$ cat config.mk
export PLATFORM = sky130hd
export DESIGN_NAME = keypad_responder
export DESIGN_NICKNAME = d
export VERILOG_FILES = /design/src/rtl/keypad_pkg.sv /design/src/rtl/keypad_responder_scan_wrap_detect.sv /design/src/rtl/keypad_responder.sv
export SDC_FILE = /design/constraint.sdc
export NUM_CORES = 1
export LEC_CHECK = 0
export BUFFER_PORTS_ARGS = -buffer_cell sky130_fd_sc_hd__clkbuf_2
export CAP_MARGIN = 30
export CORE_ASPECT_RATIO = 1.5
export CORE_MARGIN = 4
export CORE_UTILIZATION = 51
export DETAILED_ROUTE_END_ITERATION = 16
export PLACE_DENSITY = 0.75
export SLEW_MARGIN = 20
export SYNTH_ARGS = -nofsm -noshare
export SYNTH_HDL_FRONTEND = slang
export SYNTH_SLANG_ARGS = --single-unit
$ cat constraint.sdc
create_clock -name clk -period 1.9 [get_ports clk]
set_input_delay 0.19 -clock clk [delete_from_list [all_inputs] [get_ports clk]]
set_output_delay 0.19 -clock clk [all_outputs]
set_load 0.005 [all_outputs]
$ cat src/rtl/keypad_pkg.sv
// Shared keypad definitions: row/column strobe patterns, FSM encodings and the
// hex-key to row/column map used by the responder.
package keypad_pkg;

  localparam logic [3:0] ROW0   = 4'b1110;
  localparam logic [3:0] ROW1   = 4'b1101;
  localparam logic [3:0] ROW2   = 4'b1011;
  localparam logic [3:0] ROW3   = 4'b0111;
  localparam logic [3:0] COL0   = 4'b1110;
  localparam logic [3:0] COL1   = 4'b1101;
  localparam logic [3:0] COL2   = 4'b1011;
  localparam logic [3:0] COL3   = 4'b0111;
  localparam logic [3:0] NO_KEY = 4'b1111;

  localparam logic [1:0] ST_IDLE    = 2'd0;
  localparam logic [1:0] ST_ARM     = 2'd1;
  localparam logic [1:0] ST_PRESS   = 2'd2;
  localparam logic [1:0] ST_RELEASE = 2'd3;

  typedef struct packed {
    logic [3:0] row;
    logic [3:0] col;
  } rowcol_t;

  function automatic rowcol_t key_to_rowcol(input logic [3:0] code);
    rowcol_t rc;
    rc = '{row: NO_KEY, col: NO_KEY};
    case (code)
      4'h7: rc = '{row: ROW0, col: COL0};
      4'h4: rc = '{row: ROW0, col: COL1};
      4'h1: rc = '{row: ROW0, col: COL2};
      4'h0: rc = '{row: ROW0, col: COL3};
      4'h8: rc = '{row: ROW1, col: COL0};
      4'h5: rc = '{row: ROW1, col: COL1};
      4'h2: rc = '{row: ROW1, col: COL2};
      4'hA: rc = '{row: ROW1, col: COL3};
      4'h9: rc = '{row: ROW2, col: COL0};
      4'h6: rc = '{row: ROW2, col: COL1};
      4'h3: rc = '{row: ROW2, col: COL2};
      4'hB: rc = '{row: ROW2, col: COL3};
      4'hC: rc = '{row: ROW3, col: COL0};
      4'hD: rc = '{row: ROW3, col: COL1};
      4'hE: rc = '{row: ROW3, col: COL2};
      default: rc = '{row: ROW3, col: COL3};
    endcase
    return rc;
  endfunction

  function automatic logic row_legal(input logic [3:0] row);
    return row inside {ROW0, ROW1, ROW2, ROW3};
  endfunction

endpackage

$ cat src/rtl/keypad_responder_scan_wrap_detect.sv
// Tracks the previous row strobe and flags the start of each scan round
// (entry into ROW0) as well as any non-one-hot row pattern.
module scan_wrap_detect
  import keypad_pkg::*;
(
  input  logic       clk,
  input  logic       rst,
  input  logic [3:0] i_row,
  output logic       o_wrap,
  output logic       o_illegal
);

  logic [3:0] r_prev_row;

  // NOTE: sequential state uses non-blocking assignments so every flop samples
  // pre-edge values regardless of block ordering.
  always_ff @(posedge clk or negedge rst) begin
    if (!rst) r_prev_row <= NO_KEY;
    else      r_prev_row <= i_row;
  end

  assign o_illegal = !row_legal(i_row);
  assign o_wrap    = (i_row == ROW0) && (r_prev_row != ROW0);

endmodule

$ cat src/rtl/keypad_responder.sv
// Keypad responder: emulates a held key on a 4x4 row-scanned keypad for a
// programmable number of scan rounds, then forces a release interval.
module keypad_responder
  import keypad_pkg::*;
#(
  parameter int HOLD_SCANS    = 2,
  parameter int RELEASE_SCANS = 2,
  parameter int CNT_W         = 8
) (
  input  logic       clk,
  input  logic       rst,
  input  logic [3:0] keypadRow,
  output logic [3:0] keypadCol,
  input  logic [3:0] key_code,
  input  logic       key_valid,
  output logic       key_ready,
  output logic       key_pressed,
  output logic       scan_err
);

  localparam int HOLD_LIM = (HOLD_SCANS < 1) ? 1 : HOLD_SCANS;
  localparam int REL_LIM  = (RELEASE_SCANS < 1) ? 1 : RELEASE_SCANS;
  localparam logic [CNT_W-1:0] HOLD_MAX = CNT_W'(HOLD_LIM);
  localparam logic [CNT_W-1:0] REL_MAX  = CNT_W'(REL_LIM);
  localparam logic [CNT_W-1:0] CNT_SAT  = '1;

  logic [1:0]       r_state;
  logic [CNT_W-1:0] r_cnt;
  logic [3:0]       r_key;
  logic [3:0]       r_col;
  logic             r_err;

  logic             w_wrap;
  logic             w_illegal;
  logic [CNT_W-1:0] w_cnt_inc;
  rowcol_t          w_target;

  scan_wrap_detect u_wrap (
    .clk       (clk),
    .rst       (rst),
    .i_row     (keypadRow),
    .o_wrap    (w_wrap),
    .o_illegal (w_illegal)
  );

  assign w_target  = key_to_rowcol(r_key);
  assign w_cnt_inc = (r_cnt == CNT_SAT) ? r_cnt : r_cnt + 1'b1;

  always_ff @(posedge clk or negedge rst) begin
    if (!rst) begin
      r_state <= ST_IDLE;
      r_cnt   <= '0;
      r_key   <= '0;
    end else begin
      case (r_state)
        ST_IDLE: begin
          if (key_valid) begin
            r_key   <= key_code;
            r_state <= ST_ARM;
          end
        end
        // Hold off until a round boundary so the press spans whole rounds.
        ST_ARM: begin
          if (w_wrap) begin
            r_state <= ST_PRESS;
            r_cnt   <= '0;
          end
        end
        ST_PRESS: begin
          if (w_wrap) begin
            if (w_cnt_inc >= HOLD_MAX) begin
              r_state <= ST_RELEASE;
              r_cnt   <= '0;
            end else begin
              r_cnt <= w_cnt_inc;
            end
          end
        end
        default: begin
          if (w_wrap) begin
            if (w_cnt_inc >= REL_MAX) begin
              r_state <= ST_IDLE;
              r_cnt   <= '0;
            end else begin
              r_cnt <= w_cnt_inc;
            end
          end
        end
      endcase
    end
  end

  always_ff @(posedge clk or negedge rst) begin
    if (!rst) begin
      r_col <= NO_KEY;
      r_err <= 1'b0;
    end else begin
      if (w_illegal) begin
        r_col <= NO_KEY;
        r_err <= 1'b1;
      end else if (r_state == ST_PRESS && keypadRow == w_target.row) begin
        r_col <= w_target.col;
      end else begin
        r_col <= NO_KEY;
      end
    end
  end

  assign keypadCol   = r_col;
  assign scan_err    = r_err;
  assign key_ready   = (r_state == ST_IDLE);
  assign key_pressed = (r_state == ST_PRESS);

endmodule

==> results.json <==
{
  "fin_skew_ns": 0.00181,
  "grt_pass1_vias": 1102,
  "tns_ns": -0.136,
  "ys_ff_latch": 23,
  "drt_wl_total_um": 2770,
  "power_w": 0.00202,
  "grt_overflow": 0,
  "portBuffers": 17,
  "antennaDiodeCount": 0,
  "dp_hpwl_um": 2150,
  "crit_type": "flop to flop",
  "dr.pass1.iters": 5,
  "status": "finished, violations left",
  "slew_headroom_pct": 64.3,
  "clkLatencyLatePin_ns": 0.33,
  "cts_buffers": 3,
  "fp.dieW_um": 50.0,
  "dr_total_vias": 1089,
  "crit_path_cell_trace": "ha_4, nand3_4, nor2_4, mux2_4, o41ai_4, mux2_4",
  "worstPathRequired_ns": 2.13,
  "power_density_nw_per_um2": 1170,
  "hold-path-cell-count": 1,
  "grt_max_degree": 24,
  "cts_num_sinks": 23,
  "synth_nets": 149,
  "fin_ws_ns": -0.0800,
  "start_util_pct": 54.4,
  "die_area_um2": 3550,
  "design_area_um2": 1720,
  "clk_pin_slew_worst_paths_ns": 0.13,
  "filler_cell_count": 198,
  "cp_slowest_cell": "dfrtp_1",
  "synth_edf_count": 0,
  "cp.arrival_ns": 2.21,
  "drc_errors": 0,
  "fp-row-count": 22,
  "coreArea_um2": 2480,
  "failed_checks": "negative setup slack",
  "grt_pass1_wl_um": 4670,
  "netlist-cell-type-count": 43,
  "p_leak_nw": 0.793,
  "synthArstFlopShare_pct": 100,
  "hold_violations": 0,
  "synthFlopType": "dfrtp_1",
  "cts_max_level": 1,
  "hold_class": "input pin to flop",
  "ant_nets": 0,
  "yosys_warnings": 0,
  "first_iter_violations": 18,
  "clock_tree.buffer_depth": 2,
  "layout-drive-gt1-share_pct": 40.9,
  "layout_common_cells": "clkbuf_2, buf_4, dfrtp_1, nand3_1, ha_1",
  "placed_cell_area_um2": 1560,
  "fmax_mhz": 505,
  "slew_viol_final": 0,
  "clock-root-buffer": "clkbuf_4",
  "syn_area_per_cell_um2": 10.5,
  "area_growth_pct": 27.9,
  "grt_usage_pct": 17.4,
  "place_congestion": 0.813,
  "setup_viol": 2,
  "syn-instance-count": 128,
  "finalCritPeriodShare_pct": 104,
  "cp-start-kind": "flop",
  "final_util_pct": 69.6,
  "cpMostUsedCell": "mux2_4",
  "rsz0062_at_grt": "true",
  "ff2ff_path_depth": 6,
  "ios": 18,
  "die_h_um": 71.0,
  "slowest_delay_ns": 0.42,
  "post-route-min-period_ns": 1.98,
  "vias_per_cell": 5.79,
  "maxCapViolCount": 0,
  "path_max_fanout": 5,
  "syn_area_um2": 1350,
  "antenna_found_initial": 0,
  "cp-end-kind": "flop",
  "final_common_cell": "clkbuf_2",
  "tritoncts": "done",
  "ir_worst_vdd_uv": 904,
  "fin_nets": 186,
  "post_drt_wl_per_cell_um": 14.7,
  "place_ws_ns": -0.137,
  "ys_seq_area_share_pct": 43.5,
  "tightest_slew_ns": 0.535
}
## worst max-delay path: cells and delay by family (launching register included)
family | cells | cell delay (ns)
mux | 2 | 0.66
flops | 1 | 0.42
compound gates | 1 | 0.38
simple gates | 2 | 0.24
fa+ha+maj | 1 | 0.18
## through the flow
step                      cells  hold WS, ns
after floorplan             128       -0.106
after detailed placement    179        0.207
after global placement      179        0.193
after CTS                   186      0.00595
after global routing        188      0.00456
final                       188       0.0198
## registers in the layout (all words and copies together) (netlist names)
signal / flops
r_cnt: 8
keypadCol: 4
r_key: 4
u_wrap.r_prev_row: 4
r_state: 2
scan_err: 1
## metal layers
layer / part of all wire, % / track usage [%] / vias to the layer above
met1: 36 / 16.7 / 527
met2: 57 / 33.0 / 19
met5: 0 / 0 / -
li1: - / - / 531
met4: 4.1 / 12.3 / 0
met3: 2.3 / 2.11 / 12
## power by group
part	total, W	leakage [nW]	internal (W)	switching (W)
Sequential	0.000678	0.272	0.000580	0.0000986
Combinational	0.00109	0.506	0.000570	0.000524
Clock	0.000244	0.0139	0.0000808	0.000163
Total	0.00202	0.793	0.00123	0.000785
## area by class of cell
class / count / area, um^2 / share of cell area, %
inverter: 9 / 33.8 / 1.96
timing repair buffer: 35 / 228 / 13.2
tap: 24 / 30.0 / 1.74
clock buffer: 3 / 22.5 / 1.31
multi-input combinational: 93 / 816 / 47.3
sequential: 23 / 587 / 34.0
clock inverter: 1 / 7.51 / 0.435
## final timing paths
check	startpoint	endpoint	slack (ns)
min	keypadRow[0]	u_wrap.r_prev_row[0]	0.02
max in group asynchronous	rst	r_cnt[3]	1.17
min in group asynchronous	rst	r_cnt[6]	0.35
min reg2reg	scan_err	scan_err	0.48
max reg2reg	r_cnt[0]	r_state[1]	-0.08
max	r_cnt[0]	r_state[1]	-0.08
## kinds of logic after synthesis
| kind of cell | count (synthesis) | share of synthesized area [%] |
|---|---|---|
| DFF | 23 | 43.5 |
| buffers and inverters | 12 | 3.44 |
| AOI/OAI and AO/OA | 20 | 11.6 |
| muxes | 12 | 9.56 |
| xor gates and xnor gates | 2 | 1.30 |
| and+or+nand+nor | 49 | 21.4 |
| adders and majority gates | 10 | 9.29 |
## cells in the mapped netlist (2+ instances only)
cell type | instances | area share (%)
nand2_1 | 7 | 2.0
nor3b_1 | 4 | 2.2
clkbuf_1 | 2 | 0.56
inv_1 | 8 | 2.2
nand2b_1 | 2 | 0.93
dfrtp_1 | 15 | 28
a21oi_1 | 3 | 1.1
a21o_1 | 2 | 1.1
dfstp_2 | 8 | 16
ha_1 | 10 | 9.3
nor3_1 | 3 | 1.1
mux2_2 | 6 | 5.0
o21ai_0 | 3 | 1.1
o32ai_1 | 2 | 1.3
nor2b_1 | 6 | 2.8
xnor2_1 | 2 | 1.3
mux2i_1 | 5 | 3.7
nand3_1 | 9 | 3.3
nor2_1 | 7 | 2.0
## repair_timing
action                     4_1_cts  5_1_grt
resized for setup               10        5
hold endpoints to repair        17        0
setup endpoints to repair        3        3
pin swaps                        1        2
hold buffers                     3        0
buffers inserted                 0        2
Power figures use the tool's default switching activity.
